`src/rtl/approx_mult_pkg.sv`:
```
// Shared definitions for the approximate-multiplier error monitor:
// operand/product widths and the run-control state encoding.
package approx_mult_pkg;

    localparam int OP_W   = 8;
    localparam int PROD_W = 16;

    typedef enum logic [1:0] {
        IDLE,
        RUN,
        DRAIN,
        HOLD
    } state_e;

endpackage

```
`src/rtl/approx_err_dist.sv`:
```
// Two-stage error-distance pipeline: stage 1 captures the operands and the
// approximate product, stage 2 holds the exact product and |x*y - z|.
module approx_err_dist
    import approx_mult_pkg::*;
(
    input  logic              clk,
    input  logic              rst_n,
    input  logic              valid_i,
    input  logic [OP_W-1:0]   x_i,
    input  logic [OP_W-1:0]   y_i,
    input  logic [PROD_W-1:0] z_i,
    output logic              valid_o,
    output logic [PROD_W-1:0] prod_o,
    output logic [PROD_W-1:0] ed_o
);

    logic                s1_valid_q;
    logic [OP_W-1:0]     x_q;
    logic [OP_W-1:0]     y_q;
    logic [PROD_W-1:0]   z_q;
    logic                s2_valid_q;
    logic [PROD_W-1:0]   prod_q;
    logic [PROD_W-1:0]   ed_q;

    logic [PROD_W-1:0]   prod_d;
    logic [PROD_W-1:0]   ed_d;
    logic signed [PROD_W:0] diff;

    // One extra sign bit keeps the difference exact whether z is above or below x*y.
    always_comb begin
        prod_d = x_q * y_q;
        diff   = $signed({1'b0, prod_d}) - $signed({1'b0, z_q});
        ed_d   = diff[PROD_W] ? PROD_W'(-diff) : diff[PROD_W-1:0];
    end

    always_ff @(posedge clk or negedge rst_n) begin
        if (!rst_n) begin
            s1_valid_q <= 1'b0;
            x_q        <= '0;
            y_q        <= '0;
            z_q        <= '0;
            s2_valid_q <= 1'b0;
            prod_q     <= '0;
            ed_q       <= '0;
        end else begin
            s1_valid_q <= valid_i;
            if (valid_i) begin
                x_q <= x_i;
                y_q <= y_i;
                z_q <= z_i;
            end
            s2_valid_q <= s1_valid_q;
            if (s1_valid_q) begin
                prod_q <= prod_d;
                ed_q   <= ed_d;
            end
        end
    end

    assign valid_o = s2_valid_q;
    assign prod_o  = prod_q;
    assign ed_o    = ed_q;

endmodule

```
`src/rtl/approx_mult_err_monitor.sv`:
```
// Measures the error of an external approximate multiplier over a run of
// samples: saturating error sum, maximum error and count of inexact products.
module approx_mult_err_monitor
    import approx_mult_pkg::*;
#(
    parameter int N_W   = 16,
    parameter int ACC_W = 32
)
(
    input  logic              clk,
    input  logic              rst_n,
    input  logic              start,
    input  logic [N_W-1:0]    num_samples,
    input  logic              in_valid,
    output logic              in_ready,
    input  logic [OP_W-1:0]   x,
    input  logic [OP_W-1:0]   y,
    input  logic [PROD_W-1:0] z,
    output logic              busy,
    output logic              done,
    output logic [ACC_W-1:0]  err_sum,
    output logic [PROD_W-1:0] err_max,
    output logic [N_W-1:0]    err_cnt,
    output logic [N_W-1:0]    sample_cnt
);

    state_e            state_q;
    logic [N_W-1:0]    num_q;
    logic [N_W-1:0]    sample_cnt_q;
    logic [ACC_W-1:0]  err_sum_q;
    logic [PROD_W-1:0] err_max_q;
    logic [N_W-1:0]    err_cnt_q;
    logic              drain_q;
    logic              done_q;

    logic              xfer;
    logic              last_xfer;
    logic              ed_valid;
    logic [PROD_W-1:0] ed_prod;
    logic [PROD_W-1:0] ed;
    logic [ACC_W:0]    sum_ext;
    logic [ACC_W-1:0]  err_sum_d;

    assign in_ready  = (state_q == RUN) && (sample_cnt_q < num_q);
    assign xfer      = in_valid && in_ready;
    assign last_xfer = xfer && (sample_cnt_q == num_q - N_W'(1));

    approx_err_dist u_err_dist (
        .clk     (clk),
        .rst_n   (rst_n),
        .valid_i (xfer),
        .x_i     (x),
        .y_i     (y),
        .z_i     (z),
        .valid_o (ed_valid),
        .prod_o  (ed_prod),
        .ed_o    (ed)
    );

    // Accumulate one bit wider than the output so overflow can clamp to all-ones.
    always_comb begin
        sum_ext   = {1'b0, err_sum_q} + {{(ACC_W - PROD_W + 1){1'b0}}, ed};
        err_sum_d = sum_ext[ACC_W] ? '1 : sum_ext[ACC_W-1:0];
    end

    // Two drain cycles cover the pipeline, so done lands with the final stage-3 update.
    always_ff @(posedge clk or negedge rst_n) begin
        if (!rst_n) begin
            state_q      <= IDLE;
            num_q        <= '0;
            sample_cnt_q <= '0;
            err_sum_q    <= '0;
            err_max_q    <= '0;
            err_cnt_q    <= '0;
            drain_q      <= 1'b0;
            done_q       <= 1'b0;
        end else begin
            done_q <= 1'b0;
            if (ed_valid) begin
                err_sum_q <= err_sum_d;
                if (ed > err_max_q) err_max_q <= ed;
                if (ed != '0) err_cnt_q <= err_cnt_q + N_W'(1);
            end
            case (state_q)
                IDLE, HOLD: begin
                    if (start) begin
                        num_q        <= num_samples;
                        sample_cnt_q <= '0;
                        err_sum_q    <= '0;
                        err_max_q    <= '0;
                        err_cnt_q    <= '0;
                        drain_q      <= 1'b1;
                        state_q      <= (num_samples == '0) ? DRAIN : RUN;
                    end
                end
                RUN: begin
                    if (xfer) begin
                        sample_cnt_q <= sample_cnt_q + N_W'(1);
                        if (last_xfer) begin
                            drain_q <= 1'b1;
                            state_q <= DRAIN;
                        end
                    end
                end
                DRAIN: begin
                    if (drain_q) begin
                        drain_q <= 1'b0;
                    end else begin
                        done_q  <= 1'b1;
                        state_q <= HOLD;
                    end
                end
                default: state_q <= IDLE;
            endcase
        end
    end

    assign busy       = (state_q == RUN) || (state_q == DRAIN);
    assign done       = done_q;
    assign err_sum    = err_sum_q;
    assign err_max    = err_max_q;
    assign err_cnt    = err_cnt_q;
    assign sample_cnt = sample_cnt_q;

endmodule
```
`config.mk`:
```
export PLATFORM = sky130hd
export DESIGN_NAME = approx_mult_err_monitor
export DESIGN_NICKNAME = d
export VERILOG_FILES = /design/src/rtl/approx_mult_pkg.sv /design/src/rtl/approx_err_dist.sv /design/src/rtl/approx_mult_err_monitor.sv
export SDC_FILE = /design/constraint.sdc
export NUM_CORES = 1
export LEC_CHECK = 0
export CAP_MARGIN = 25
export CORE_ASPECT_RATIO = 0.75
export CORE_UTILIZATION = 45
export CTS_BUF_LIST = sky130_fd_sc_hd__clkbuf_16
export DETAILED_ROUTE_END_ITERATION = 8
export PLACE_DENSITY = 0.66
export SYNTH_ARGS = -nofsm -noshare
export SYNTH_HDL_FRONTEND = slang
export SYNTH_SLANG_ARGS = --single-unit
```
`constraint.sdc`:
```
create_clock -name clk -period 8.5 [get_ports clk]
set_input_delay 2.55 -clock clk [delete_from_list [all_inputs] [get_ports clk]]
set_output_delay 2.55 -clock clk [all_outputs]
set_load 0.05 [all_outputs]
```
# Yosys cells after proc, flatten, opt, wreduce, memory -nomap -nowiden
# Index checks and enable logic that the tools add are counted.
# W data, S select, Z words.
# word_totals
regBits,150
input_bits,52
output_inout_bits,83
wordCells,72
# classes
add_sub_neg,6
multipliers,1
n_lt_le_gt_ge,2
n_eq_ne,8
muxes,28
n_reduce_logical,13
# ops
operator,count
$mux W16,11
$mux W32,4
$add A32 B16 Y33,1
$add A16 B1 Y16 const B,2
$pmux W16 S2,1
$sub A16 B16 Y17,1
$eq A16 B16 Y1,1
$gt A16 B16 Y1,1
$logic_not A16 Y1,1
$lt A16 B16 Y1,1
$mul A8 B8 Y16,1
$neg A16 Y16,1
$reduce_bool A16 Y1,1
$sub A16 B1 Y16 const B,1
$mux W2,5
$ne A2 B2 Y1 const B,3
$pmux W2 S3,1
$reduce_and A3 Y1,2
$mux W1,5
$eq A2 B2 Y1 const B,2
$reduce_and A4 Y1,1
$logic_and A1 B1 Y1,3
$pmux W1 S3,1
$eq A2 B1 Y1 const B,1
6 further kinds,6

# Logic depth before layout (Yosys ltp)
# depth
depth_word,7
depth_mapped,20
depth_no_buf,18

# By module
# A second synthesis with hierarchy kept.
# unflattened
hier_cells,1342
hier_area_um2,12409.4
# by_module_without_submodules
mod,instances,cells_each,area_each_um2
approx_mult_err_monitor,1,752,6618.8
approx_err_dist,1,590,5790.6

# Worst setup path after synthesis
# Ideal clock, no wire load.
# synth_path
kind,reg2out
from,"register sample_cnt_q[1], in the netlist sample_cnt[1]"
to,output in_ready
t_arrival_ns,2.711
required_ns,5.950
slack_ns,3.239
stages_incl_launch_ff,7
path_buffers,0
path_cell_list,dfrtp_1 > ha_1 > nor2b_1 > o31ai_1 > a21oi_1 > or4_1 > a31oi_1
# synth_between
elab_chain_cells,2
# synth_lines
item,line_no,rtl
start: declaration,approx_mult_err_monitor.sv:29,logic [N_W-1:0] sample_cnt_q;
start signal: assignment,approx_mult_err_monitor.sv:98,sample_cnt_q <= sample_cnt_q + N_W'(1);
$lt A16 B16 Y1,approx_mult_err_monitor.sv:44,assign in_ready = (state_q == RUN) && (sample_cnt_q < num_q);
$logic_and A1 B1 Y1,approx_mult_err_monitor.sv:44,
end: declaration,approx_mult_err_monitor.sv:15,"output logic in_ready,"
# No other way between the ends.

# Worst setup path in the final report
# Same ends and word-level chain as after synthesis.

==> run metrics <==
Final Max Slew Viols=0; Seq cells post-synth=150; CP Cell Sequence=ha_1 > nor2b_1 > o31ai_1 > a21oi_1 > or4_1 > a31oi_1 > clkdlybuf4s50_1; status=finished, final reports clean; hold_sp=drain_q; Port Buffers=134; Period minus WS final=approximately 5700 ps; worst r2r path cells=16; GR Layer Usage met1=a little over a third; worst r2r dst=u_err_dist.ed_o[11]; via count=9,919; setup violators final=0; HP Class=reg2reg; number of global-route vias before repair=between 9,000 and 10,000; die width=roughly 190 microns; skew final=13.3 ps; Hold Path End=done; synth cell count leaders=nand2_1 (202), dfrtp_1 (150), inv_1 (147), o21ai_0 (99), ha_1 (96); worst path bufs/invs=1; top area cells in the synthesized netlist=dfrtp_1 (32%), ha_1 (10%), fa_1 (8.7%); CP Capture Type=output pin; Clock Path Buffers=2; synth warn=0; vias per std cell=5.49; FILL cells=~2,300; drt total wl=30.9 mm; CP Data Arrival Time=3190 ps; grt total ovfl=0; Fin Setup TNS=0 ps; Max Cap Violations=0; total setup buffers inserted after CTS=0; Core Area=25,300 sq um; io pins=around 140; fin crit share=67.5%; Mapped Cells=1,350; critical path's slowest cell=clkdlybuf4s50_1; CTS Sinks=150; die area=26,700 sq um; Layout Cells excl Fill=1,807; register area=3750 sq um; slowest stage delay, CP=830 ps; Reg2Reg Launch Point=u_err_dist.x_q[1]; area of the multi-input gates=7210 sq um; drt initial violations=between 700 and 800; share of layout cells above drive strength 1=4.36%; crit-path max FO=7; RSZ-0062 raised after global routing=no; FMAX=174 MHz; Layout Nets=1,655; largest net degree at the start of global routing=91; Root Buffer=clkbuf_16; critical path class=reg2out; ys async rst share=100%; Top delay family on crit path=buffers and inverters; Worst Hold Depth=1; top-count cell post-synth=nand2_1; Post-CTS Resized=0; Synth Flop Type=dfrtp_1; GR peak layer=met1; Mapped Nets=1,549; TritonCTS Buffers=17; M3 GR Usage=approximately 4.6%; GR Util met2=35.1%; library cells used by synthesis=73; sequential share of the synthesized area=32.0%; WP data required=5950 ps; DRT antenna net count=0; Tot GR Track Use=23.9%; n_diodes=0; Worst setup SP type=flop; Syn Std Cell Area=11,700 sq um; Final Hold Viols=0; Syn Area/Cell=8.68 sq um; Util after Layout=55.2%; Least-Margin Pin Slew=914 ps; number of synthesized flops with an enable pin=0; H-tree depth=4; Initial Utilization=46.4%; CTS tree=yes; Synth area leader=dfrtp_1; Placed Cells=around 1,800; share of the synthesized area in the top cell type=between 30% and 40%; initial antenna violation count=0; gp weighted congestion=0.891; die height=about 140 microns; Residual DRC=0; Worst R2R Setup Slack=2790 ps; worst-skew pair later-pin latency=between 400 and 500 ps; post-DR wirelength/cell=17.1 microns; # rows=50; Hold Buf Count CTS=0; max_slew headroom=38.1%; Area Overhead vs Synth=19.0%; Detailed Routing Iterations Pass 1=5; first-pass GRT wire length=50.5 mm; Worst-path clk slew=70 ps; dpl hpwl=between 20 and 25 mm
## worst max-delay path by stage
stage                          end  slack [ps]              start  cells past startpoint
2_1_floorplan             in_ready        3240      sample_cnt[1]                      6
6_report                  in_ready        2760      sample_cnt[1]                      7
3_5_place_dp   u_err_dist.ed_o[13]        2840  u_err_dist.x_q[1]                     16
4_1_cts                   in_ready        2740      sample_cnt[1]                      7
5_1_grt        u_err_dist.ed_o[11]        2400  u_err_dist.x_q[1]                     16
3_3_place_gp   u_err_dist.ed_o[13]        2990  u_err_dist.y_q[5]                     16
## sequential cells by signal (all words and copies together) (netlist names), 2 cells and up
| name | count |
|---|---|
| err_max | 16 |
| u_err_dist.ed_o | 16 |
| err_sum | 32 |
| err_cnt | 16 |
| u_err_dist.z_q | 16 |
| u_err_dist.y_q | 8 |
| num_q | 16 |
| u_err_dist.x_q | 8 |
| sample_cnt | 16 |
| state_q | 2 |
## metrics by stage
stage | setup slack [ps] | hold WS, ps | area [sq um]
final | 2760 | 486 | 14000
after global routing | 2400 | 514 | 14000
after CTS | 2740 | 488 | 14000
after detailed placement | 2840 | 476 | 13400
after global placement | 2990 | 466 | 13300
after floorplan | 3240 | 352 | 11700
## kinds of logic (layout without fill, tap and decap cells)
| kind of cell | count (synthesis) | in the layout | synth area share (%) |
|---|---|---|---|
| AO/OA/AOI/OAI | 285 | 285 | 15.4 |
| XOR/XNOR | 66 | 66 | 4.93 |
| buffers and inverters | 202 | 321 | 6.54 |
| flip-flops | 150 | 150 | 32.0 |
| AND/OR/NAND/NOR | 472 | 472 | 19.6 |
| adder cells (fa/ha/maj) | 147 | 147 | 19.0 |
| multiplexers | 28 | 28 | 2.49 |
## routing by layer
| metal | wire length, microns | part of all wire (%) | vias to the layer above |
|---|---|---|---|
| li1 | - | - | 4828 |
| met1 | 16000 | 52 | 4825 |
| met2 | 12900 | 42 | 240 |
| met3 | 1770 | 5.7 | 26 |
| met4 | 306 | 0.99 | 0 |
| met5 | 0 | 0 | - |
## area by class of cell
type	count	area share, %
sequential	150	26.9
clock buffer	17	3.05
multi-input combinational	998	51.6
inverter	149	4.01
tap	338	3.03
clock inverter	15	1.22
timing repair buffer	140	10.1
## placed cells by master, fill, tap and decap left out, types with 23 or more instances in the layout
cell	instances
and3_1	23
ha_1	96
nor3_1	24
dfrtp_1	150
o21ai_0	99
fa_1	51
xor2_1	30
clkdlybuf4s50_1	133
a31oi_1	26
inv_1	148
xnor2_1	36
nor2_1	73
a21oi_1	53
and2_1	44
nand2_1	202
Power is not shown: default switching activity piles up to over one toggle a cycle in this logic, so the estimate is an artifact.
